--- src/rtl/sd_lock_pkg.sv ---
// Shared encodings for the cache-line lock manager: response status,
// request opcode and per-slot state.
package sd_lock_pkg;

    typedef enum logic [1:0] {
        ST_OK   = 2'b00,
        ST_BUSY = 2'b01,
        ST_FULL = 2'b10,
        ST_ERR  = 2'b11
    } lock_status_e;

    typedef enum logic {
        OP_ACQUIRE = 1'b0,
        OP_RELEASE = 1'b1
    } lock_op_e;

    typedef enum logic {
        SLOT_FREE = 1'b0,
        SLOT_HELD = 1'b1
    } slot_state_e;

endpackage

--- src/rtl/sd_lock_slot.sv ---
// One lock slot: holds tag, owner and a saturating lease counter, and reports
// whether the incoming request hits it and whether its lease ends this cycle.
module sd_lock_slot
    import sd_lock_pkg::*;
#(
    parameter int TAG_W   = 26,
    parameter int ID_W    = 2,
    parameter int TIMEOUT = 1024
) (
    input  logic             clk,
    input  logic             rst_n,
    input  logic             alloc_i,
    input  logic             refresh_i,
    input  logic             free_i,
    input  logic [TAG_W-1:0] req_tag_i,
    input  logic [ID_W-1:0]  req_id_i,
    output logic             held_o,
    output logic             hit_o,
    output logic             own_o,
    output logic             expire_o
);

    localparam int CNT_W = (TIMEOUT > 0) ? $clog2(TIMEOUT + 1) : 1;
    localparam logic [CNT_W-1:0] CNT_MAX  = CNT_W'(TIMEOUT);
    localparam logic [CNT_W-1:0] CNT_LAST = CNT_W'(TIMEOUT - 1);

    slot_state_e      state_q, state_d;
    logic [TAG_W-1:0] tag_q, tag_d;
    logic [ID_W-1:0]  owner_q, owner_d;
    logic [CNT_W-1:0] cnt_q, cnt_d;
    logic             lease_end;

    assign held_o    = (state_q == SLOT_HELD);
    assign hit_o     = held_o && (tag_q == req_tag_i);
    assign own_o     = hit_o && (owner_q == req_id_i);
    assign lease_end = held_o && (TIMEOUT > 0) && (cnt_q == CNT_LAST);
    // A refresh or release landing on the final lease cycle wins over expiry.
    assign expire_o  = lease_end && !refresh_i && !free_i;

    always_comb begin
        state_d = state_q;
        tag_d   = tag_q;
        owner_d = owner_q;
        cnt_d   = cnt_q;
        if (alloc_i) begin
            state_d = SLOT_HELD;
            tag_d   = req_tag_i;
            owner_d = req_id_i;
            cnt_d   = '0;
        end else if (free_i || expire_o) begin
            state_d = SLOT_FREE;
            tag_d   = '0;
            owner_d = '0;
            cnt_d   = '0;
        end else if (refresh_i) begin
            cnt_d = '0;
        end else if (held_o && (TIMEOUT > 0) && (cnt_q != CNT_MAX)) begin
            cnt_d = cnt_q + 1'b1;
        end
    end

    always_ff @(posedge clk or negedge rst_n) begin
        if (!rst_n) begin
            state_q <= SLOT_FREE;
            tag_q   <= '0;
            owner_q <= '0;
            cnt_q   <= '0;
        end else begin
            state_q <= state_d;
            tag_q   <= tag_d;
            owner_q <= owner_d;
            cnt_q   <= cnt_d;
        end
    end

endmodule

--- src/rtl/sd_cache_lock_manager.sv ---
// Cache-line lock manager: NUM_SLOTS lease-based locks with a single
// outstanding registered response and lowest-index-free allocation.
module sd_cache_lock_manager
    import sd_lock_pkg::*;
#(
    parameter int NUM_SLOTS = 4,
    parameter int TAG_W     = 26,
    parameter int ID_W      = 2,
    parameter int TIMEOUT   = 1024,
    localparam int SLOT_W   = (NUM_SLOTS > 1) ? $clog2(NUM_SLOTS) : 1
) (
    input  logic                 clk,
    input  logic                 rst_n,
    input  logic                 req_valid,
    output logic                 req_ready,
    input  logic                 req_op,
    input  logic [TAG_W-1:0]     req_tag,
    input  logic [ID_W-1:0]      req_id,
    output logic                 rsp_valid,
    input  logic                 rsp_ready,
    output logic [1:0]           rsp_status,
    output logic [SLOT_W-1:0]    rsp_slot,
    output logic [NUM_SLOTS-1:0] lock_vec,
    output logic                 timeout_evt
);

    logic [NUM_SLOTS-1:0] held_vec, hit_vec, own_vec, expire_vec;
    logic [NUM_SLOTS-1:0] alloc_vec, refresh_vec, free_vec, free_oh;
    logic                 accept;
    logic [SLOT_W-1:0]    hit_idx, free_idx, dec_slot;
    lock_status_e         dec_status;

    logic                 rsp_valid_q, rsp_valid_d;
    lock_status_e         rsp_status_q, rsp_status_d;
    logic [SLOT_W-1:0]    rsp_slot_q, rsp_slot_d;
    logic                 timeout_evt_q, timeout_evt_d;

    assign req_ready = ~rsp_valid_q | rsp_ready;
    assign accept    = req_valid & req_ready;
    // Lowest clear bit of held_vec, one-hot.
    assign free_oh   = ~held_vec & (held_vec + 1'b1);

    for (genvar g = 0; g < NUM_SLOTS; g++) begin : g_slot
        sd_lock_slot #(
            .TAG_W   (TAG_W),
            .ID_W    (ID_W),
            .TIMEOUT (TIMEOUT)
        ) u_slot (
            .clk       (clk),
            .rst_n     (rst_n),
            .alloc_i   (alloc_vec[g]),
            .refresh_i (refresh_vec[g]),
            .free_i    (free_vec[g]),
            .req_tag_i (req_tag),
            .req_id_i  (req_id),
            .held_o    (held_vec[g]),
            .hit_o     (hit_vec[g]),
            .own_o     (own_vec[g]),
            .expire_o  (expire_vec[g])
        );
    end

    always_comb begin
        hit_idx  = '0;
        free_idx = '0;
        for (int i = 0; i < NUM_SLOTS; i++) begin
            if (hit_vec[i]) hit_idx = SLOT_W'(i);
            if (free_oh[i]) free_idx = SLOT_W'(i);
        end
    end

    // Decision uses pre-expiry slot state; slot commands only fire on accept.
    always_comb begin
        dec_status  = ST_OK;
        dec_slot    = '0;
        alloc_vec   = '0;
        refresh_vec = '0;
        free_vec    = '0;
        if (req_op == OP_RELEASE) begin
            if (|own_vec) begin
                dec_slot = hit_idx;
                free_vec = own_vec;
            end else begin
                dec_status = ST_ERR;
            end
        end else if (|own_vec) begin
            dec_slot    = hit_idx;
            refresh_vec = own_vec;
        end else if (|hit_vec) begin
            dec_status = ST_BUSY;
            dec_slot   = hit_idx;
        end else if (|free_oh) begin
            dec_slot  = free_idx;
            alloc_vec = free_oh;
        end else begin
            dec_status = ST_FULL;
        end
        if (!accept) begin
            alloc_vec   = '0;
            refresh_vec = '0;
            free_vec    = '0;
        end
    end

    always_comb begin
        rsp_valid_d   = rsp_valid_q;
        rsp_status_d  = rsp_status_q;
        rsp_slot_d    = rsp_slot_q;
        timeout_evt_d = |expire_vec;
        if (accept) begin
            rsp_valid_d  = 1'b1;
            rsp_status_d = dec_status;
            rsp_slot_d   = dec_slot;
        end else if (rsp_ready) begin
            rsp_valid_d = 1'b0;
        end
    end

    always_ff @(posedge clk or negedge rst_n) begin
        if (!rst_n) begin
            rsp_valid_q   <= 1'b0;
            rsp_status_q  <= ST_OK;
            rsp_slot_q    <= '0;
            timeout_evt_q <= 1'b0;
        end else begin
            rsp_valid_q   <= rsp_valid_d;
            rsp_status_q  <= rsp_status_d;
            rsp_slot_q    <= rsp_slot_d;
            timeout_evt_q <= timeout_evt_d;
        end
    end

    assign rsp_valid   = rsp_valid_q;
    assign rsp_status  = rsp_status_q;
    assign rsp_slot    = rsp_slot_q;
    assign lock_vec    = held_vec;
    assign timeout_evt = timeout_evt_q;

endmodule

--- config.mk ---
export PLATFORM = sky130hd
export DESIGN_NAME = sd_cache_lock_manager
export DESIGN_NICKNAME = d
export VERILOG_FILES = /design/src/rtl/sd_lock_pkg.sv /design/src/rtl/sd_lock_slot.sv /design/src/rtl/sd_cache_lock_manager.sv
export SDC_FILE = /design/constraint.sdc
export NUM_CORES = 1
export LEC_CHECK = 0
export ABC_AREA = 0
export BUFFER_PORTS_ARGS = -buffer_cell sky130_fd_sc_hd__buf_2
export CAP_MARGIN = 20
export CORE_MARGIN = 4
export CORE_UTILIZATION = 50
export DETAILED_ROUTE_END_ITERATION = 6
export PLACE_DENSITY = 0.74
export SLEW_MARGIN = 20
export SYNTH_ARGS = -nofsm -noshare
export SYNTH_HDL_FRONTEND = slang
export SYNTH_SLANG_ARGS = --single-unit
--- constraint.sdc ---
create_clock -name clk -period 3.76 [get_ports clk]
set_input_delay 0.376 -clock clk [delete_from_list [all_inputs] [get_ports clk]]
set_output_delay 0.376 -clock clk [all_outputs]
set_load 0.01 [all_outputs]
Yosys cells after proc, flatten, opt, wreduce, memory -nomap -nowiden --
Index checks and enable logic that the tools add are counted.
Storage, ports and cells: bits of input ports 33, bits in registers 166, output and inout bits 11
Cells by class: eq/ne operators 16, bitwise gates (word level) 5, reductions and logical operators 49, muxes and demuxes 68, $add $sub $neg 5
Operators by type and width (count):
- $mux W26 | 8
- $mux W11 | 16
- $eq A26 B26 Y1 | 4
- $add A11 B1 Y11 const B | 4
- $eq A11 B10 Y1 const B | 4
- $mux W2 | 22
- $ne A11 B11 Y1 const B | 4
- $mux W4 | 10
- $logic_and A1 B1 Y1 | 24
- $reduce_bool A4 Y1 | 4
- $reduce_or A4 Y1 | 4
- $mux W1 | 12
- $reduce_bool A2 Y1 | 5
- $eq A2 B2 Y1 | 4
- $logic_not A1 Y1 | 8
- $add A4 B1 Y4 const B | 1
- $and A4 B4 Y4 | 1
- $logic_or A1 B1 Y1 | 4
- $not A4 Y4 | 1
- $and A1 B1 Y1 | 1
- $not A1 Y1 | 1
- $or A1 B1 Y1 | 1

Logic depth before layout (Yosys ltp) --
depth in word-level cells 13, depth in mapped cells 11, gate-level depth less buffers 8

By module --
Synthesis repeated with hierarchy kept, for this count alone.
Unflattened totals: cell total of the unflattened synthesis 725, area, all modules 8339.2 um^2
By module, submodules not included:
- sd_lock_slot at g_slot[2].u_slot ... | seq. area each 1001.0 um^2, instances 2, cells an instance 168, area each 1961.9 um^2
- sd_lock_slot at g_slot[1].u_slot | seq. area each 1001.0 um^2, instances 1, cells an instance 170, area each 1999.4 um^2
- sd_lock_slot at g_slot[0].u_slot | seq. area each 1001.0 um^2, instances 1, cells an instance 169, area each 1961.9 um^2
- sd_cache_lock_manager | seq. area each 150.1 um^2, instances 1, cells an instance 50, area each 454.2 um^2

Least setup slack after synthesis --
Ideal clock, no wire load.
kind input port to flip-flop, start input req_tag[12], end register g_slot[3].u_slot.owner_q[0], library setup time 0.083 ns, buffers on the path 3, path slack 1.343 ns, data required time 3.677 ns, arrival 2.334 ns, cell stages on the path 10, path through buf_2 xnor2_1 nand4_1 or4_1 nor4_2 mux2i_1 buf_4 buf_6 nand2_1 o21ai_0
Between the ends: cells in the longest elaborated chain, start to end 12
Ends and longest elaborated chain:
- start: declaration | line sd_cache_lock_manager.sv:17 | input logic [TAG_W-1:0] req_tag,
- $eq A26 B26 Y1 | line sd_lock_slot.sv:34 | assign hit_o = held_o && (tag_q == req_tag_i);
- $logic_and A1 B1 Y1 | line sd_lock_slot.sv:34
- $logic_and A1 B1 Y1 | line sd_lock_slot.sv:35 | assign own_o = hit_o && (owner_q == req_id_i);
- $reduce_or A4 Y1 | line sd_cache_lock_manager.sv:80, sd_cache_lock_manager.sv:86
- $mux W4 | line sd_cache_lock_manager.sv:80, sd_cache_lock_manager.sv:86
- $mux W4 | line sd_cache_lock_manager.sv:79 | if (req_op == OP_RELEASE) begin
- $mux W4 | line sd_cache_lock_manager.sv:98 | if (!accept) begin
- $logic_not A1 Y1 | line sd_lock_slot.sv:38 | assign expire_o = lease_end && !refresh_i && !free_i;
- $logic_and A1 B1 Y1 (2 in a row) | line sd_lock_slot.sv:38
- $logic_or A1 B1 Y1 | line sd_lock_slot.sv:50 | end else if (free_i || expire_o) begin
- $reduce_bool A2 Y1 (no source line)
- end signal: assignment | line sd_lock_slot.sv:71 | owner_q <= owner_d;
- end: declaration | line sd_lock_slot.sv:29 | logic [ID_W-1:0] owner_q, owner_d;
Several ways; a longest one is shown, not always the timed one. A chain may end at the register's enable or synchronous reset.

Worst setup path after layout --
start register g_slot[0].u_slot.tag_q[20], end register g_slot[3].u_slot.cnt_q[8]
Between the ends: cells in the longest elaborated chain, start to end 13
Ends and longest elaborated chain:
- start: declaration | line sd_lock_slot.sv:28 | logic [TAG_W-1:0] tag_q, tag_d;
- start signal: assignment | line sd_lock_slot.sv:70 | tag_q <= tag_d;
- $eq A26 B26 Y1 * | line sd_lock_slot.sv:34
- $logic_and A1 B1 Y1 * | line sd_lock_slot.sv:34
- $logic_and A1 B1 Y1 | line sd_lock_slot.sv:35
- $reduce_or A4 Y1 | line sd_cache_lock_manager.sv:80, sd_cache_lock_manager.sv:86
- $mux W4 | line sd_cache_lock_manager.sv:80, sd_cache_lock_manager.sv:86
- $mux W4 | line sd_cache_lock_manager.sv:79
- $mux W4 | line sd_cache_lock_manager.sv:98
- $logic_not A1 Y1 | line sd_lock_slot.sv:38
- $logic_and A1 B1 Y1 (2 in a row) | line sd_lock_slot.sv:38
- $logic_or A1 B1 Y1 | line sd_lock_slot.sv:50
- $mux W11 | line sd_lock_slot.sv:50
- $mux W11 | line sd_lock_slot.sv:45 | if (alloc_i) begin
- end signal: assignment | line sd_lock_slot.sv:72 | cnt_q <= cnt_d;
- end: declaration | line sd_lock_slot.sv:30 | logic [CNT_W-1:0] cnt_q, cnt_d;
Every way passes the cells marked *; elsewhere a longest branch is shown, timed or not.

==> impl_metrics.yaml <==
route:
  drtAntennaViolNets: 0
  totalWireLength_um: 21900
  firstDrtPassIters: 5
  route.met3.wl_um: 1713
  drt_iter0_markers: 563
  route.detailed.drc: 0
  routed.top_layer: "met5"
  wl_met2_um: 9845
  wire_per_inst_um: 17.60
  drt-met1-wl_um: 9706
  via_per_inst: 5.600
  vias: 6967
logic_synthesis:
  synth_edf_count: 0
  yosysWarnings: 0
  synth_commonest_cells: "nand2_1, dfrtp_1, xnor2_1"
  synth_area_mm2: 0.009122
  synth-seq-area-share_pct: 45.54
  syn_area_per_cell_um2: 9.059
  netlist-cell-type-count: 52
  ys_ff_latch: 166
  synthTopCellsByArea: "dfrtp_1, xnor2_1, nand2_1"
  async_flop_share_pct: 100.0
  synth_cells: 1007
  synth_top_area_cell: "dfrtp_1"
  yosysMostFrequentCell: "nand2_1"
  synth-main-ff-cell: "dfrtp_1"
  yosysTopAreaCellShare_pct: 45.54
  syn_nets: 1048
die:
  start_util_pct: 50.78
  core_area_mm2: 0.01796
  die_width_um: 143.1
  boundaryPins: 44
  die_h_um: 143.1
  rows: 49
  die_area_mm2: 0.02047
worst_setup_path:
  crit_required_ns: 4.12
  worst-setup-path-type: "register to register"
  endpoint_kind: "register"
  r2r_end: "g_slot[3].u_slot.cnt_q[8]$_DFFE_PN0P_"
  arrival_ns: 3.21
  r2r_setup_slack_ns: 0.91
  r2r_start: "g_slot[0].u_slot.tag_q[20]$_DFFE_PN0P_"
  cp_max_fo: 11
  setup.worst_path.start_class: "register"
  r2r_cells: 7
global_route:
  antenna_found_initial: 2
  first_global_vias: 6850
  grt_use_total_pct: 22.98
  grt_max_degree: 91
  grt_pass1_wl_um: 36430
  grt_overflow: 0
clock_network:
  clk_path_buf_depth: 2
  htree_levels: 4
  postCtsResizedCells: 0
  clk_pin_slew_ns: 0.07
  cts_root_buffer: "clkbuf_16"
  cts_hold_buffers: 0
  cts_sinks: 166
  numCtsBuffers: 17
  cts_setup_buffers: 0
  clock_latency_ns: 0.44
  cts_tree: "built"
timing:
  worstMarginPinSlew_ns: 1.022
  worst_slack_ns: 0.9145
  hold_viol_final: 0
  fin_crit_ns: 2.845
  fmax_mhz: 351.4
  slew_violations: 0
  setup_tns_ns: 0
  skew_ns: 0.01253
  finalCritPeriodShare_pct: 75.68
  rsz0062_at_grt: "no"
  setup_violations: 0
  slew_headroom_pct: 31.21
cells_and_area:
  instances_no_fill: 1244
  postLayoutCellArea_mm2: 0.009881
  drive_above_1_share_pct: 12.12
  utilization_pct: 55.00
  area_delta_synth_final_pct: 8.312
  antenna_cells: 0
  final_nets: 1043
  fillCellCount: 1590
placement:
  place.detailed.hpwl_um: 14610
  dp_slack_ns: 0.6476
  placed_area_mm2: 0.009293
  portBuffers: 43
  placed_cells: 1212
  finalWeightedCongestion: 0.8973
run:
  drv_cap: 0
worst_hold_path:
  hold_path.class: "input port to asynchronous set/reset pin"
power_and_ir_drop:
  ir_worst_vdd_mv: 0.3951
  leakage_nw: 4.384
  powerDensity_mw_per_mm2: 634.9
outcome:
  status: "finished, final reports clean"
-- area by class of cell --
class / instances / area [um^2] / share of cell area (%)
Clock buffer: 23 / 467.9 / 4.736
Clock inverter: 9 / 118.9 / 1.203
Inverter: 45 / 168.9 / 1.710
Multi-Input combinational cell: 717 / 4348 / 44.00
Sequential cell: 166 / 4154 / 42.04
Tap cell: 229 / 286.5 / 2.900
Timing Repair Buffer: 55 / 336.6 / 3.406
-- power breakdown --
group | internal [mW] | switching, mW | total, mW
registers | 2.38 | 0.516 | 2.90
logic | 0.740 | 0.881 | 1.62
clock network | 1.02 | 0.733 | 1.75
total | 4.14 | 2.13 | 6.27
-- layout by cell type (no fill, tap or decap), drive strengths merged, types with 2 or more instances in the layout --
cell type  instances
nand2            202
dfrtp            166
xnor2            105
nand3             74
o21ai             65
nor2              61
buf               55
inv               47
xor2              44
nand4             31
o31ai             28
clkbuf            23
nor4              22
and3              12
ha                 8
a21oi              7
nor3               7
nand2b             5
and2               5
or3                4
nor2b              4
or4                4
a41oi              4
mux2i              3
clkinv             3
a31o               2
a2111oi            2
a211o              2
a22oi              2
a21o               2
bufinv             2
clkinvlp           2
-- cells by family after synthesis --
logic type	after synthesis	share of synthesized area [%]
flops	166	45.54
simple gates	435	22.52
compound gates	121	8.668
fa+ha+maj	8	1.097
mux	4	0.4937
buf+inv	124	6.967
xor+xnor	149	14.72
-- worst max-delay path by stage --
stage	start	endpoint	slack, ns	depth (start not counted)
2_1_floorplan	req_tag[12]	g_slot[3].u_slot.owner_q[0]$_DFFE_PN0P_	1.34	10
3_3_place_gp	req_tag[19]	g_slot[1].u_slot.cnt_q[4]$_DFFE_PN0P_	0.77	7
3_5_place_dp	req_tag[17]	g_slot[2].u_slot.tag_q[18]$_DFFE_PN0P_	0.65	8
4_1_cts	g_slot[3].u_slot.tag_q[20]$_DFFE_PN0P_	g_slot[2].u_slot.tag_q[3]$_DFFE_PN0P_	0.88	7
5_1_grt	g_slot[0].u_slot.tag_q[20]$_DFFE_PN0P_	g_slot[3].u_slot.cnt_q[1]$_DFFE_PN0P_	0.68	7
6_report	g_slot[0].u_slot.tag_q[20]$_DFFE_PN0P_	g_slot[3].u_slot.cnt_q[8]$_DFFE_PN0P_	0.91	7
-- worst max-delay path, cell delays in order (launching register included) --
cell,delay [ns]
dfrtp_1,0.41
xnor2_1,0.27
nand4_1,0.18
nor4_4,0.61
a2111oi_0,0.29
and3_2,0.30
or3_1,0.54
nor2_1,0.18
-- per-layer routing --
layer  vias to the layer above  track usage, %
met2                       244           34.64
met5                         -               0
met3                        49           6.999
met1                      3340           31.35
met4                         4           8.654
li1                       3330               -
-- state kept, by name, summed over array words and instances (netlist names) --
name                   cells
g_slot.u_slot.owner_q      8
g_slot.u_slot.cnt_q       44
g_slot.u_slot.held_o       4
timeout_evt                1
rsp_status                 2
rsp_valid                  1
rsp_slot                   2
g_slot.u_slot.tag_q      104
-- metrics by stage --
| step | power, mW | hold slack (ns) |
|---|---|---|
| 2_1_floorplan | 4.093 | 0.08041 |
| 3_3_place_gp | 4.463 | 0.4975 |
| 3_5_place_dp | 4.530 | 0.4910 |
| 4_1_cts | 6.314 | 0.05289 |
| 5_1_grt | 6.706 | 0.08574 |
| 6_report | 6.273 | 0.02036 |
(Power assumes the default switching activity.)
